$ cat config.mk
export PLATFORM = sky130hd
export DESIGN_NAME = vga_pattern_sequencer_flat
export DESIGN_NICKNAME = d
export VERILOG_FILES = /design/src/rtl/vga_pkg.sv /design/src/rtl/vga_pattern_sequencer_if.sv /design/src/rtl/vga_pattern_gen.sv /design/src/rtl/vga_pattern_sequencer.sv /design/src/flat_wrapper.sv
export SDC_FILE = /design/constraint.sdc
export NUM_CORES = 1
export LEC_CHECK = 0
export ABC_AREA = 1
export CORE_MARGIN = 2
export CORE_UTILIZATION = 49
export CTS_CLUSTER_SIZE = 40
export DETAILED_ROUTE_END_ITERATION = 8
export PLACE_DENSITY = 0.94
export SETUP_SLACK_MARGIN = 0.4
export SLEW_MARGIN = 25
export SYNTH_ARGS = -nofsm -noshare
export SYNTH_HDL_FRONTEND = slang
export SYNTH_SLANG_ARGS = --single-unit
export TNS_END_PERCENT = 30
$ cat constraint.sdc
create_clock -name pixel_clk -period 2.3 [get_ports pixel_clk]
set_clock_uncertainty 0.1 [all_clocks]
set_input_delay 0.345 -clock pixel_clk [delete_from_list [all_inputs] [get_ports pixel_clk]]
set_output_delay 0.345 -clock pixel_clk [all_outputs]
set_load 0.02 [all_outputs]
$ cat src/rtl/vga_pkg.sv
// Shared VGA definitions: visible-area defaults and test-pattern codes.
// Used by vga_controller and the pattern sequencer.
package vga_pkg;

  localparam int VGA_H_VISIBLE = 640;
  localparam int VGA_V_VISIBLE = 480;

  typedef enum logic [1:0] {
    PAT_BARS    = 2'd0,
    PAT_CHECKER = 2'd1,
    PAT_GRID    = 2'd2,
    PAT_BORDER  = 2'd3
  } pattern_t;

  // Pattern order wraps BORDER -> BARS through the 2-bit code.
  function automatic pattern_t next_pattern(input pattern_t p);
    return pattern_t'(p + 2'd1);
  endfunction

endpackage

$ cat src/rtl/vga_pattern_sequencer_if.sv
// Video bus between vga_controller timing and the RGB pins: timing in, pixel and syncs out.
interface vga_pattern_sequencer_if;
  logic       visible;
  logic [9:0] row;
  logic [9:0] col;
  logic       h_sync;
  logic       v_sync;
  logic       R;
  logic       G;
  logic       B;
  logic       h_sync_q;
  logic       v_sync_q;

  modport master (
    output visible, row, col, h_sync, v_sync,
    input  R, G, B, h_sync_q, v_sync_q
  );

  modport slave (
    input  visible, row, col, h_sync, v_sync,
    output R, G, B, h_sync_q, v_sync_q
  );
endinterface

$ cat src/rtl/vga_pattern_gen.sv
// Combinational test-pattern pixel function; blanking forces black.
module vga_pattern_gen
  import vga_pkg::*;
#(
  parameter int H_VISIBLE = VGA_H_VISIBLE,
  parameter int V_VISIBLE = VGA_V_VISIBLE
) (
  input  pattern_t   pattern,
  input  logic [9:0] row,
  input  logic [9:0] col,
  input  logic       visible,
  output logic [2:0] rgb
);

  localparam logic [9:0] H_LAST = 10'(H_VISIBLE - 1);
  localparam logic [9:0] V_LAST = 10'(V_VISIBLE - 1);
  localparam logic [9:0] H_MID  = 10'(H_VISIBLE / 2);
  localparam logic [9:0] V_MID  = 10'(V_VISIBLE / 2);

  logic edge_hit;
  logic mid_hit;

  assign edge_hit = (row == 10'd0) || (row == H_LAST) || (col == 10'd0) || (col == V_LAST);
  assign mid_hit  = (row == H_MID) || (col == V_MID);

  always_comb begin
    rgb = 3'd0;
    if (visible) begin
      unique case (pattern)
        PAT_BARS:    rgb = 3'd7 - row[9:7];
        PAT_CHECKER: rgb = {3{row[5] ^ col[5]}};
        PAT_GRID:    rgb = {3{(row[4:0] == 5'd0) || (col[4:0] == 5'd0)}};
        PAT_BORDER:  rgb = {edge_hit, mid_hit, 1'b0};
        default:     rgb = 3'd0;
      endcase
    end
  end

endmodule

$ cat src/rtl/vga_pattern_sequencer.sv
// Frame-synchronous test-pattern sequencer: auto/manual pattern advance applied only
// at frame start, with RGB registered and syncs delayed one cycle to stay aligned.
module vga_pattern_sequencer
  import vga_pkg::*;
#(
  parameter int FRAMES_PER_PATTERN = 30,
  parameter int H_VISIBLE          = VGA_H_VISIBLE,
  parameter int V_VISIBLE          = VGA_V_VISIBLE
) (
  input  logic                          pixel_clk,
  input  logic                          reset,
  vga_pattern_sequencer_if.slave        vid,
  input  logic                          advance,
  input  logic                          hold,
  output logic [1:0]                    pattern,
  output logic                          frame_tick
);

  localparam logic [7:0] CNT_LAST = 8'(FRAMES_PER_PATTERN - 1);

  logic       adv_meta;
  logic       adv_sync;
  logic       adv_sync_d;
  logic       adv_pending;
  logic       v_sync_d;
  logic [7:0] frame_cnt;
  pattern_t   pat;
  logic [2:0] rgb_p0;
  logic       frame_start;
  logic       adv_rise;

  assign frame_start = v_sync_d & ~vid.v_sync;
  assign adv_rise    = adv_sync & ~adv_sync_d;
  assign pattern     = pat;

  vga_pattern_gen #(
    .H_VISIBLE (H_VISIBLE),
    .V_VISIBLE (V_VISIBLE)
  ) u_gen (
    .pattern (pat),
    .row     (vid.row),
    .col     (vid.col),
    .visible (vid.visible),
    .rgb     (rgb_p0)
  );

  always_ff @(posedge pixel_clk or posedge reset) begin
    if (reset) begin
      adv_meta     <= 1'b0;
      adv_sync     <= 1'b0;
      adv_sync_d   <= 1'b0;
      adv_pending  <= 1'b0;
      v_sync_d     <= 1'b1;
      frame_cnt    <= 8'd0;
      pat          <= PAT_BARS;
      frame_tick   <= 1'b0;
      vid.R        <= 1'b0;
      vid.G        <= 1'b0;
      vid.B        <= 1'b0;
      vid.h_sync_q <= 1'b1;
      vid.v_sync_q <= 1'b1;
    end else begin
      adv_meta   <= advance;
      adv_sync   <= adv_meta;
      adv_sync_d <= adv_sync;
      v_sync_d   <= vid.v_sync;
      frame_tick <= frame_start;

      // p0 -> output stage: pixel and syncs leave together one cycle after sampling
      {vid.R, vid.G, vid.B} <= rgb_p0;
      vid.h_sync_q          <= vid.h_sync;
      vid.v_sync_q          <= vid.v_sync;

      // A press detected on the frame-start edge itself survives for the next frame
      if (adv_rise)
        adv_pending <= 1'b1;
      else if (frame_start)
        adv_pending <= 1'b0;

      if (frame_start) begin
        if (adv_pending) begin
          pat       <= next_pattern(pat);
          frame_cnt <= 8'd0;
        end else if (hold) begin
          frame_cnt <= 8'd0;
        end else if (frame_cnt == CNT_LAST) begin
          pat       <= next_pattern(pat);
          frame_cnt <= 8'd0;
        end else begin
          frame_cnt <= frame_cnt + 8'd1;
        end
      end
    end
  end

endmodule

$ cat src/flat_wrapper.sv
// flat-port wrapper written by rule: the top's interface ports become plain ports
module vga_pattern_sequencer_flat import vga_pkg::*;
#(
  parameter int FRAMES_PER_PATTERN = 30,
  parameter int H_VISIBLE          = VGA_H_VISIBLE,
  parameter int V_VISIBLE          = VGA_V_VISIBLE
)
  (pixel_clk, reset, advance, hold, pattern, frame_tick, vid_visible, vid_row, vid_col, vid_h_sync, vid_v_sync, vid_R, vid_G, vid_B, vid_h_sync_q, vid_v_sync_q);
  vga_pattern_sequencer_if vid_i ();
  input  logic pixel_clk;
  input  logic reset;
  input  logic advance;
  input  logic hold;
  output logic [1:0] pattern;
  output logic frame_tick;
  input wire logic [$bits(vid_i.visible)-1:0] vid_visible;
  input wire logic [$bits(vid_i.row)-1:0] vid_row;
  input wire logic [$bits(vid_i.col)-1:0] vid_col;
  input wire logic [$bits(vid_i.h_sync)-1:0] vid_h_sync;
  input wire logic [$bits(vid_i.v_sync)-1:0] vid_v_sync;
  output wire logic [$bits(vid_i.R)-1:0] vid_R;
  output wire logic [$bits(vid_i.G)-1:0] vid_G;
  output wire logic [$bits(vid_i.B)-1:0] vid_B;
  output wire logic [$bits(vid_i.h_sync_q)-1:0] vid_h_sync_q;
  output wire logic [$bits(vid_i.v_sync_q)-1:0] vid_v_sync_q;
  assign vid_i.visible = vid_visible;
  assign vid_i.row = vid_row;
  assign vid_i.col = vid_col;
  assign vid_i.h_sync = vid_h_sync;
  assign vid_i.v_sync = vid_v_sync;
  assign vid_R = vid_i.R;
  assign vid_G = vid_i.G;
  assign vid_B = vid_i.B;
  assign vid_h_sync_q = vid_i.h_sync_q;
  assign vid_v_sync_q = vid_i.v_sync_q;
  vga_pattern_sequencer #(.FRAMES_PER_PATTERN(FRAMES_PER_PATTERN), .H_VISIBLE(H_VISIBLE), .V_VISIBLE(V_VISIBLE)) u_core (.pixel_clk(pixel_clk), .reset(reset), .vid(vid_i), .advance(advance), .hold(hold), .pattern(pattern), .frame_tick(frame_tick));
endmodule
# --- Word-level counts from Yosys, hierarchy flattened ---
# Index checks and enable logic that the tools add are counted.
word_totals:
  regBits: 20
  word_cells: 52
  in_bits: 27
  output_inout_bits: 8
classes:
  n_eq_ne: 9
  n_bitwise: 5
  mux: 10
  addsub: 3
  reduce_logical: 13
op_table:
  columns: ["op", "n"]
  rows:
  - ["8-bit two-way mux", 3]
  - ["10-bit by 9-bit == test with 1-bit output (second input constant)", 2]
  - ["10-bit zero test", 2]
  - ["3-bit one-hot mux with 4 select lines", 1]
  - ["10-bit == test (second input constant)", 1]
  - ["10-bit by 8-bit == test with 1-bit output (second input constant)", 1]
  - ["5-bit zero test", 2]
  - ["8-bit by 1-bit adder with 8-bit output (second input constant)", 1]
  - ["8-bit by 5-bit == test with 1-bit output (second input constant)", 1]
  - ["2-bit two-way mux", 3]
  - ["1-bit logical OR", 5]
  - ["2-bit == test (second input constant)", 2]
  - ["2-bit nonzero test", 2]
  - ["3-bit two-way mux", 1]
  - ["3-bit AND reduction", 1]
  - ["3-bit subtractor (first input constant)", 1]
  - ["2-bit by 1-bit adder with 2-bit output (second input constant)", 1]
  - ["1-bit AND", 2]
  - ["2-bit by 1-bit == test with 1-bit output (second input constant)", 1]
  - ["2-bit zero test", 1]
  - ["1-bit two-way mux", 2]
  - ["2-bit by 1-bit inequality test with 1-bit output (second input constant)", 1]
  - ["1-bit NOT", 2]
  - ["1-bit XOR", 1]

# --- Depth between registers and ports, before layout ---
# Gate-level depths: netlist of the first run.
logic_depth:
  word_depth: 6
  ltp_mapped: 9
  mapped_depth_nobuf: 9

# --- Hierarchy ---
# A second synthesis of the first run with hierarchy kept.
hier_totals:
  cells_unflattened: 154
  hier_area_um2: 1136.1
modules_own_cells:
  columns: ["module", "area_each_um2", "instances", "cells_each"]
  rows:
  - ["vga_pattern_sequencer", 865.8, 1, 93]
  - ["vga_pattern_gen", 270.3, 1, 61]

# --- Worst setup path before layout of the first run ---
# OpenSTA, ideal clock, no wires.
synth_path:
  kind: "reg-to-reg"
  start: "register u_core.v_sync_d"
  end: "register u_core.frame_cnt[7]"
  arrival_ns: 1.288
  path_stages_with_launch: 10
  slack_ns: 0.795
  path_cell_list: "dfstp_2 > inv_1 > nor2_8 > nand2_4 > nor2_4 > nand3_2 > nor2_1 > nand2_1 > nand2_1 > nor2_1"
synth_via:
  elab_chain_len: 1
synth_rtl:
  columns: ["item", "line_no", "source"]
  rows:
  - ["from (decl)", "vga_pattern_sequencer.sv:25", "logic v_sync_d;"]
  - ["from (signal assigned)", "vga_pattern_sequencer.sv:66", "v_sync_d <= vid.v_sync;"]
  - ["1-bit AND", "vga_pattern_sequencer.sv:32", "assign frame_start = v_sync_d & ~vid.v_sync;"]
  - ["net u_core.frame_start", "vga_pattern_sequencer.sv:29", "logic frame_start;"]
  - ["to (signal assigned)", "vga_pattern_sequencer.sv:90", "frame_cnt <= frame_cnt + 8'd1;"]
  - ["to (decl)", "vga_pattern_sequencer.sv:26", "logic [7:0] frame_cnt;"]
# The timed path passes the listed nets, and every way through them passes these cells.
# A chain may end at the register's enable or synchronous reset.

# --- Worst setup path after layout of the first run ---
layout_path:
  start: "register u_core.vid.h_sync_q"
  end: "output vid_h_sync_q"
layout_lines:
  columns: ["item", "line_no", "source"]
  rows:
  - ["from (decl)", "vga_pattern_sequencer_if.sv:21", "output R, G, B, h_sync_q, v_sync_q"]
  - ["from (signal assigned)", "vga_pattern_sequencer.sv:71", "vid.h_sync_q <= vid.h_sync;"]
  - ["to (decl)", "flat_wrapper.sv:24", "output wire logic [$bits(vid_i.h_sync_q)-1:0] vid_h_sync_q;"]
# No word-level cell between the ends.

==> metrics.txt, run 1 <==
Switching Share 34.75%; Clk pwr share 17.9%; Routed WL per cell 13.81 um; starting density of the core 51.58%; Post-synth EDFFs 0; post-route core utilization 69.85%; maximum clock rate 534.0 MHz; Max IR drop VDD 0.4542 mV; ys flop type dfrtp_1; total gr overflow 0; initial antenna violation count 0; Setup TNS 0 ns; Syn Nets around 180; status complete, no violations; Total Power just under 1 mW; Buf/Inv on CP 1; Setup Fix Bufs, Post-CTS 0; root buf cell clkbuf_4; Overall Global Routing Usage between 20% and 30%; # clock sinks 20; # setup viols final 0; leading cell type in the layout, fill and taps excluded nand2_1; drc violations 0; n_diodes 0; first-pass GRT wire length 4643 um; DR vias 1139; Hold Buf Count CTS 0; Post-Syn Instances 144; Die Wd 52.26 um; synth-to-layout area growth 35.42%; post-synthesis average cell area 7.924 sq um; leak pwr approximately 0.73 nW; most frequent cells in the layout 34 x nand2_1, 33 x clkdlybuf4s50_1, 25 x nor2_1; initial drt markers 25; total CTS buffers 3; sequential share of power 46.2%; num rows 17; combinational share of power 35.9%; CP Capture Type primary output; Distinct cells, synth 25; vias in the first global route 1122; Max Cap Viol 0; Synth top area share 39.47%; Fillers between 150 and 200; WP data required 1.86 ns; CTS tree yes; clock insertion delay at the later pin of the skew report 0.30 ns; Final Cycle Share 81.43%; RSZ-0062 raised after global routing yes; critical path type reg2out; Crit-path slowest cell clkdlybuf4s50_1; worst-margin pin slew 0.7209 ns; CP max stage delay around 0.6 ns; Slew Limit Fails 0; via-per-instance ratio 5.424; H-tree depth 1; post-route ant nets 0; Psw roughly 0.33 mW; gpl congestion 0.8553; die area around 2700 sq um; drt pass-1 iters 5; Synth Register Bits 20; delay-heaviest family, CP buffers and inverters; Worst Hold Class reg2reg; input/output buffers 34; Final Hold Viols 0; chip height 52.26 um; Layout Nets 216; Synth Cell Area 1141 sq um; core area 2212 sq um; DRT Wirelength 2901 um; worst rel slew slack 51.89%; critical-path cell list clkdlybuf4s50_1; Int Pwr 0.6276 mW; register area share after synthesis between 40% and 50%; Synth async-reset ratio 100.0%; Setup crit start kind flip-flop; crit path max fanout 1; largest area contributor in the synthesized netlist dfrtp_1; main area contributors after synthesis dfrtp_1 39%, nand2_1 11%, nor2_1 8.2%, ha_1 6.6%, inv_1 5.9%; IO Count 35; layout cells sized above 1 6.593%; DP HPWL 2280 um; Post-CTS Resized 0; CTS Buffer Depth 2; power per cell area around 620 nW/um^2; Tmin final 1.873 ns; CP arrival around 1.4 ns; Reg clk slew, reported paths ~0.11 ns; synth warn 0; largest net degree at the start of global routing 21
-- cell type report --
| class | instances | area, sq um | share of cell area, % |
|---|---|---|---|
| Multi-Input combinational cell | 104 | 563.0 | 36.44 |
| Sequential cell | 20 | 503.0 | 32.55 |
| Inverter | 20 | 75.07 | 4.858 |
| Clock buffer | 4 | 26.28 | 1.700 |
| Timing Repair Buffer | 34 | 342.8 | 22.19 |
| Tap cell | 28 | 35.03 | 2.267 |
-- power by group through the flow --
stage	logic (mW)	registers, mW	clock network (mW)
after floorplan	0.135	0.487	0
after global placement	0.321	0.445	0
after detailed placement	0.341	0.449	0
after CTS	0.344	0.443	0.171
after global routing	0.381	0.448	0.182
final	0.345	0.444	0.172
-- metal layers --
layer | vias up | track usage (%) | part of all wire, %
li1 | 532 | - | -
met1 | 530 | 23.98 | 37
met2 | 65 | 46.84 | 54
met3 | 12 | 2.286 | 6.8
met4 | 0 | 7.692 | 2.3
met5 | - | 0 | 0
-- final timing paths --
| path | startpoint | endpoint | slack, ns | cells after the start |
|---|---|---|---|---|
| max | u_core.vid.h_sync_q$_DFF_PP1_ | vid_h_sync_q | 0.43 | 1 |
| min | u_core.adv_meta$_DFF_PP0_ | u_core.adv_sync$_DFF_PP0_ | 0.27 | 0 |
| max reg2reg | u_core.v_sync_d$_DFF_PP1_ | u_core.frame_cnt[7]$_DFFE_PP0P_ | 0.72 | 9 |
| min reg2reg | u_core.adv_meta$_DFF_PP0_ | u_core.adv_sync$_DFF_PP0_ | 0.27 | 0 |
| max in group asynchronous | reset | u_core.frame_cnt[0]$_DFFE_PP0P_ | 1.29 | 2 |
| min in group asynchronous | reset | u_core.vid.B$_DFF_PP0_ | 0.35 | 2 |
-- sequential cells by signal, indices dropped and copies added (netlist names) --
register	cells
u_core.vid.G	1
u_core.frame_cnt	8
u_core.frame_tick	1
u_core.adv_pending	1
u_core.adv_sync	1
u_core.vid.B	1
u_core.v_sync_d	1
u_core.vid.h_sync_q	1
u_core.vid.R	1
u_core.adv_meta	1
u_core.adv_sync_d	1
u_core.pattern	2
-- synthesized netlist by cell type (3+ instances only) --
library cell and n:
nand2_1 34, nor2_1 25, dfrtp_1 18, inv_1 18, ha_1 6, nand3_1 6
nand4_1 5, o21ai_1 4, a21oi_1 3, nor3_1 3, o21ai_0 3, xor2_1 3
-- cells by family after synthesis --
kind of cell               after synthesis  synth area share [%]
AOI/OAI and AO/OA                       13                 6.250
adders and majority gates                6                 6.579
DFF                                     20                 44.08
and+or+nand+nor                         81                 33.44
xor gates and xnor gates                 4                 3.071
buffers and inverters                   20                 6.579
-- worst register-to-register path: stages (launching register included) --
cell and delay [ns]:
dfstp_2 0.55, inv_1 0.09, nor2_8 0.19, nand2_4 0.07
nor2_4 0.10, nand3_2 0.09, nor2_1 0.13, nand2_1 0.06
nand2_1 0.07, nor2_1 0.04
-- metrics by stage --
| stage | instance area, sq um | std cells | setup slack [ns] | hold WS [ns] |
|---|---|---|---|---|
| 2_1_floorplan | 1141 | 144 | 0.7951 | 0.2073 |
| 3_3_place_gp | 1516 | 206 | 0.5262 | 0.2421 |
| 3_5_place_dp | 1516 | 206 | 0.4048 | 0.2396 |
| 4_1_cts | 1543 | 210 | 0.4049 | 0.2740 |
| 5_1_grt | 1545 | 210 | 0.3998 | 0.2883 |
| 6_report | 1545 | 210 | 0.4272 | 0.2720 |
Power figures use the tool's default switching activity.
==> inputs of run 2 (changes only) <==
CORE_ASPECT_RATIO = 2   (was default)
CORE_UTILIZATION = 41   (was 49)
PLACE_DENSITY = 0.85   (was 0.94)
clock period = 1.7 ns   (was 2.3 ns; I/O delays follow)
==> run 2 against run 1 <==
  * Total power rose by 65%
  * Cell area increased by 12%
  * Global-route usage shrank 4.9 points
  * Non-clock buffer count up 9
  * Core utilization decreased by 5.8 points
  * Sequential share of layout area shrank 3.4 points
  * Die area up 19%
  * Clock-buffer cell count stayed put
  * Wire length up 3.3%
  * Flip-flop and latch count did not move
  * Register-to-register slack got worse by 0.49 ns
  * Setup slack lost 0.20 ns
  * Critical path type unchanged
  * Critical endpoint is now vid_v_sync_q
  * Largest cell class unchanged
==> metrics.txt, run 2 (same netlist as run 1, synthesis figures left out) <==
CTS tree yes; DRT Wirelength 2997 um; H-tree depth 1; status complete, no violations; n_diodes 0; chip height 78.61 um; maximum clock rate 677.6 MHz; Fillers 211; worst rel slew slack 79.02%; Final Hold Viols 0; # setup viols final 0; via-per-instance ratio between 5 and 6; core area ~2700 sq um; first-pass GRT wire length 4077 um; leak pwr approximately 0.9 nW; Crit-path slowest cell dfstp_2; # clock sinks 20; root buf cell clkbuf_8; Overall Global Routing Usage 18.09%; drc violations 0; Multi-input gate area 634.4 sq um; critical path type reg2out; Routed WL per cell 13.62 um; final setup margin 0.2243 ns; total CTS buffers 3; Slew Limit Fails 0; pre-CTS WS approximately 0.036 ns; largest register by flop count u_core.frame_cnt; synth-to-layout area growth 51.75%; starting density of the core a little over two fifths; IO Count 35; largest net degree at the start of global routing 21; Max Cap Viol 0; R2R Path Start u_core.v_sync_d$_DFF_PP1_; input/output buffers 34; gpl congestion 0.7949; post-route ant nets 0; max reg flops 8; initial antenna violation count 0; Setup TNS 0 ns; DP HPWL 2106 um; most frequent cells in the layout 33 x nand2_1, 20 x nor2_1, 20 x clkdlybuf4s50_1; initial drt markers 23; delay-heaviest family, CP flip-flops; Worst setup startpoint u_core.v_sync_d$_DFF_PP1_; Finished Cell Area 1732 sq um; Layout Nets approximately 230; Reg clk slew, reported paths 0.07 ns; power per cell area 915.8 nW/um^2; RSZ-0062 raised after global routing yes; vias in the first global route 1082; Max IR drop VDD between 0.6 and 0.7 mV; Buf/Inv on CP 1; CP Capture Type primary output; capture point of the worst reg-to-reg path u_core.frame_cnt[7]$_DFFE_PP0P_; worst-margin pin slew approximately 0.31 ns; total gr overflow 0; leading cell type in the layout, fill and taps excluded nand2_1; worst r2r path cells 9; hold slack 0.2221 ns; CP max stage delay between 0.5 and 0.6 ns; CTS Buffer Depth 2; WP data required 1.34 ns; CP arrival 1.12 ns; post-route core utilization roughly 64%; register area 504.2 sq um; R2R setup slack 0.23 ns; layout cells sized above 1 23.04%; clock insertion delay at the later pin of the skew report 0.25 ns; Tmin final 1.476 ns; Hold Buf Count CTS 0; placed cell area roughly 1500 sq um; Die Wd roughly 41 um; critical-path cell list dlygate4sd2_1; num rows 27; crit path max fanout 2; drt pass-1 iters 4; DR vias about 1100; Final Cycle Share 86.81%; die area 3247 sq um; Worst Hold Class in2async; Setup crit start kind flip-flop
==> run 2: changes by cell type in the layout (fill, tap and decap cells not counted), moves of 3 or more <==
cell             change
clkbuf_8             +4
inv_2                +4
inv_1                -4
clkdlybuf4s50_1     -13
buf_4                +8
clkbuf_4             -3
a21oi_1              -3
dlymetal6s2s_1       +7
nor2_1               -5
nor2_2               +5
==> run 2: stage by stage <==
stage                     power [mW]  std cells
after global placement         1.066        209
final                          1.586        220
after global routing           1.696        220
after CTS                      1.458        215
after floorplan               0.8414        144
after detailed placement       1.080        209
==> run 2: report_power, final <==
part	internal (mW)	switching [mW]	total, mW
registers	0.544	0.0521	0.596
logic	0.301	0.339	0.641
clock network	0.206	0.144	0.349
==> run 2: area by class of cell <==
cell class              instances  area share, %
multi-input cells             104          36.63
flip-flops and latches         20          29.12
repair buffers                 43          24.64
inverters                      20          4.335
clock buffers                   4          3.179
well taps                      29          2.095
==> run 2: worst max path at each step <==
stage | endpoint | cells past startpoint
2_1_floorplan | u_core.frame_cnt[7]$_DFFE_PP0P_ | 9
3_3_place_gp | u_core.vid.G$_DFF_PP0_ | 7
3_5_place_dp | u_core.frame_cnt[7]$_DFFE_PP0P_ | 9
4_1_cts | vid_B | 1
5_1_grt | u_core.frame_cnt[7]$_DFFE_PP0P_ | 8
6_report | vid_v_sync_q | 1
==> run 2: metal layers <==
layer,vias up,GRT usage [%],routed length (um)
li1,547,-,-
met1,536,14.34,959
met2,41,37.03,1820
met3,11,3.107,140
met4,0,5.161,77
met5,-,0,0
==> run 2: worst min-delay path, cell delays in order <==
cell and delay (ns):
clkdlybuf4s50_1 0.39, inv_1 0.05, buf_4 0.26
==> run 2: what timing repair did <==
action / 4_1_cts / 5_1_grt
cloned: 0 / 0
hold endpoints to repair: 0 / 0
endpoints found under the setup margin: 21 / 21
pin swaps: 0 / 16
resized for setup: 17 / 30
buffers inserted: 2 / 5
==> inputs of run 3 (changes only) <==
CAP_MARGIN = 20   (was default)
TNS_END_PERCENT = 20   (was 30)
==> run 3 against run 2 <==
  * Die area unchanged
  * Sequential share of layout area increased by 2.0 points
  * Non-clock buffer count decreased by 4
  * Total power decreased by 13%
  * First-iteration DRC count decreased by 70%
  * Core utilization decreased by 4.2 points
  * Cell area decreased by 6.6%
  * Maximum frequency increased by 0.16%
  * Combinational power decreased by 23%
==> metrics.txt, run 3 (same netlist as run 1, synthesis figures left out) <==
RSZ-0062 raised after global routing yes; first-pass GRT wire length 4077 um; power per cell area 852.9 nW/um^2; vias in the first global route 1070; leading cell type in the layout, fill and taps excluded nand2_1; DR vias approximately 1100; core area 2703 sq um; sequential share of power between 40 and 50%; hold slack 0.2163 ns; combinational share of power 35.6%; critical-path cell list dlygate4sd2_1; crit path max fanout 2; n_diodes 0; R2R Path Start u_core.v_sync_d$_DFF_PP1_; initial drt markers 7; layout cells sized above 1 between 10% and 20%; Crit-path slowest cell dfstp_2; Routed WL per cell 12.51 um; chip height 78.61 um; CP arrival 1.12 ns; Setup crit start kind flip-flop; root buf cell clkbuf_8; input/output buffers 34; via-per-instance ratio 4.953; final setup margin 0.2267 ns; IO Count 35; starting density of the core 42.22%; Final Cycle Share 86.66%; Clk pwr share about 22%; clock insertion delay at the later pin of the skew report 0.26 ns; Buf/Inv on CP 1; Layout Nets 221; Int Pwr approximately 0.93 mW; Worst Hold Class in2async; Reg clk slew, reported paths 0.07 ns; maximum clock rate ~680 MHz; # setup viols final 0; total CTS buffers 3; status complete, no violations; num rows 27; leak pwr 0.7949 nW; Max Cap Viol 0; critical path type reg2out; post-route ant nets 0; Final Hold Viols 0; Psw 0.4484 mW; pre-CTS WS 0.01498 ns; worst-margin pin slew 0.2992 ns; synth-to-layout area growth 41.78%; Slew Limit Fails 0; max reg flops 8; Setup TNS 0 ns; post-route core utilization about three fifths; most frequent cells in the layout 34 x nand2_1, 26 x clkdlybuf4s50_1, 24 x nor2_1; largest register by flop count u_core.frame_cnt; CP max stage delay about 0.54 ns; Overall Global Routing Usage between 10% and 20%; Max IR drop VDD 0.5503 mV; gpl congestion 0.8327; total gr overflow 0; initial antenna violation count 0; CTS Buffer Depth 2; DRT Wirelength about 2700 um; Total Power 1.380 mW; Switching Share 32.49%; Worst setup startpoint u_core.v_sync_d$_DFF_PP1_; Tmin final 1.473 ns; CP Capture Type primary output; Die Wd 41.31 um; CTS tree yes; largest net degree at the start of global routing 21; delay-heaviest family, CP flip-flops; drt pass-1 iters 5; die area 3247 sq um; DP HPWL 2113 um; worst rel slew slack 80.05%; drc violations 0; H-tree depth 1; # clock sinks 20; WP data required roughly 1.3 ns
==> run 3: timing repair <==
action / in CTS / in global routing
setup endpoints to repair: 21 / 19
cloned: 0 / 0
resized for setup: 16 / 4
pin swaps: 0 / 2
hold buffers: 0 / 0
setup buffers: 2 / 1
==> run 3: metal layers <==
metal  wire (um)  vias up  track usage (%)
met5           0        -                0
met3         141        8            2.825
li1            -      537                -
met2        1545       43            36.25
met1         941      477            14.66
met4          61        0            9.032
==> run 3: worst paths after layout <==
kind	endpoint	slack, ns	depth (start not counted)
setup reg to reg	u_core.frame_cnt[7]$_DFFE_PP0P_	0.24	8
setup / recovery	vid_v_sync_q	0.23	1
max in group asynchronous	u_core.v_sync_d$_DFF_PP1_	1.01	3
hold reg to reg	u_core.adv_sync$_DFF_PP0_	0.25	0
min in group pixel_clk	u_core.adv_sync$_DFF_PP0_	0.25	0
hold / removal	u_core.vid.R$_DFF_PP0_	0.22	3
==> run 3: per-stage QoR <==
stage | cell area (sq um) | cells
global placement | 1533 | 209
global route | 1618 | 215
CTS | 1583 | 214
floorplan | 1141 | 144
detailed placement | 1533 | 209
finish | 1618 | 215
==> run 3: power by group through the flow <==
stage / Clock (mW) / Sequential (mW) / Combinational (mW)
after floorplan: 0 / 0.659 / 0.183
after global placement: 0 / 0.609 / 0.455
final: 0.300 / 0.589 / 0.491
after CTS: 0.311 / 0.590 / 0.496
after global routing: 0.323 / 0.598 / 0.561
after detailed placement: 0 / 0.610 / 0.462
==> run 3: layout make-up <==
| type | count | area [sq um] |
|---|---|---|
| fill | 239 | 1085 |
| multi-input combinational | 104 | 573.1 |
| sequential | 20 | 503.0 |
| inverter | 20 | 75.07 |
| clock buffer | 3 | 41.29 |
| timing repair buffer | 39 | 389.1 |
| tap | 29 | 36.28 |
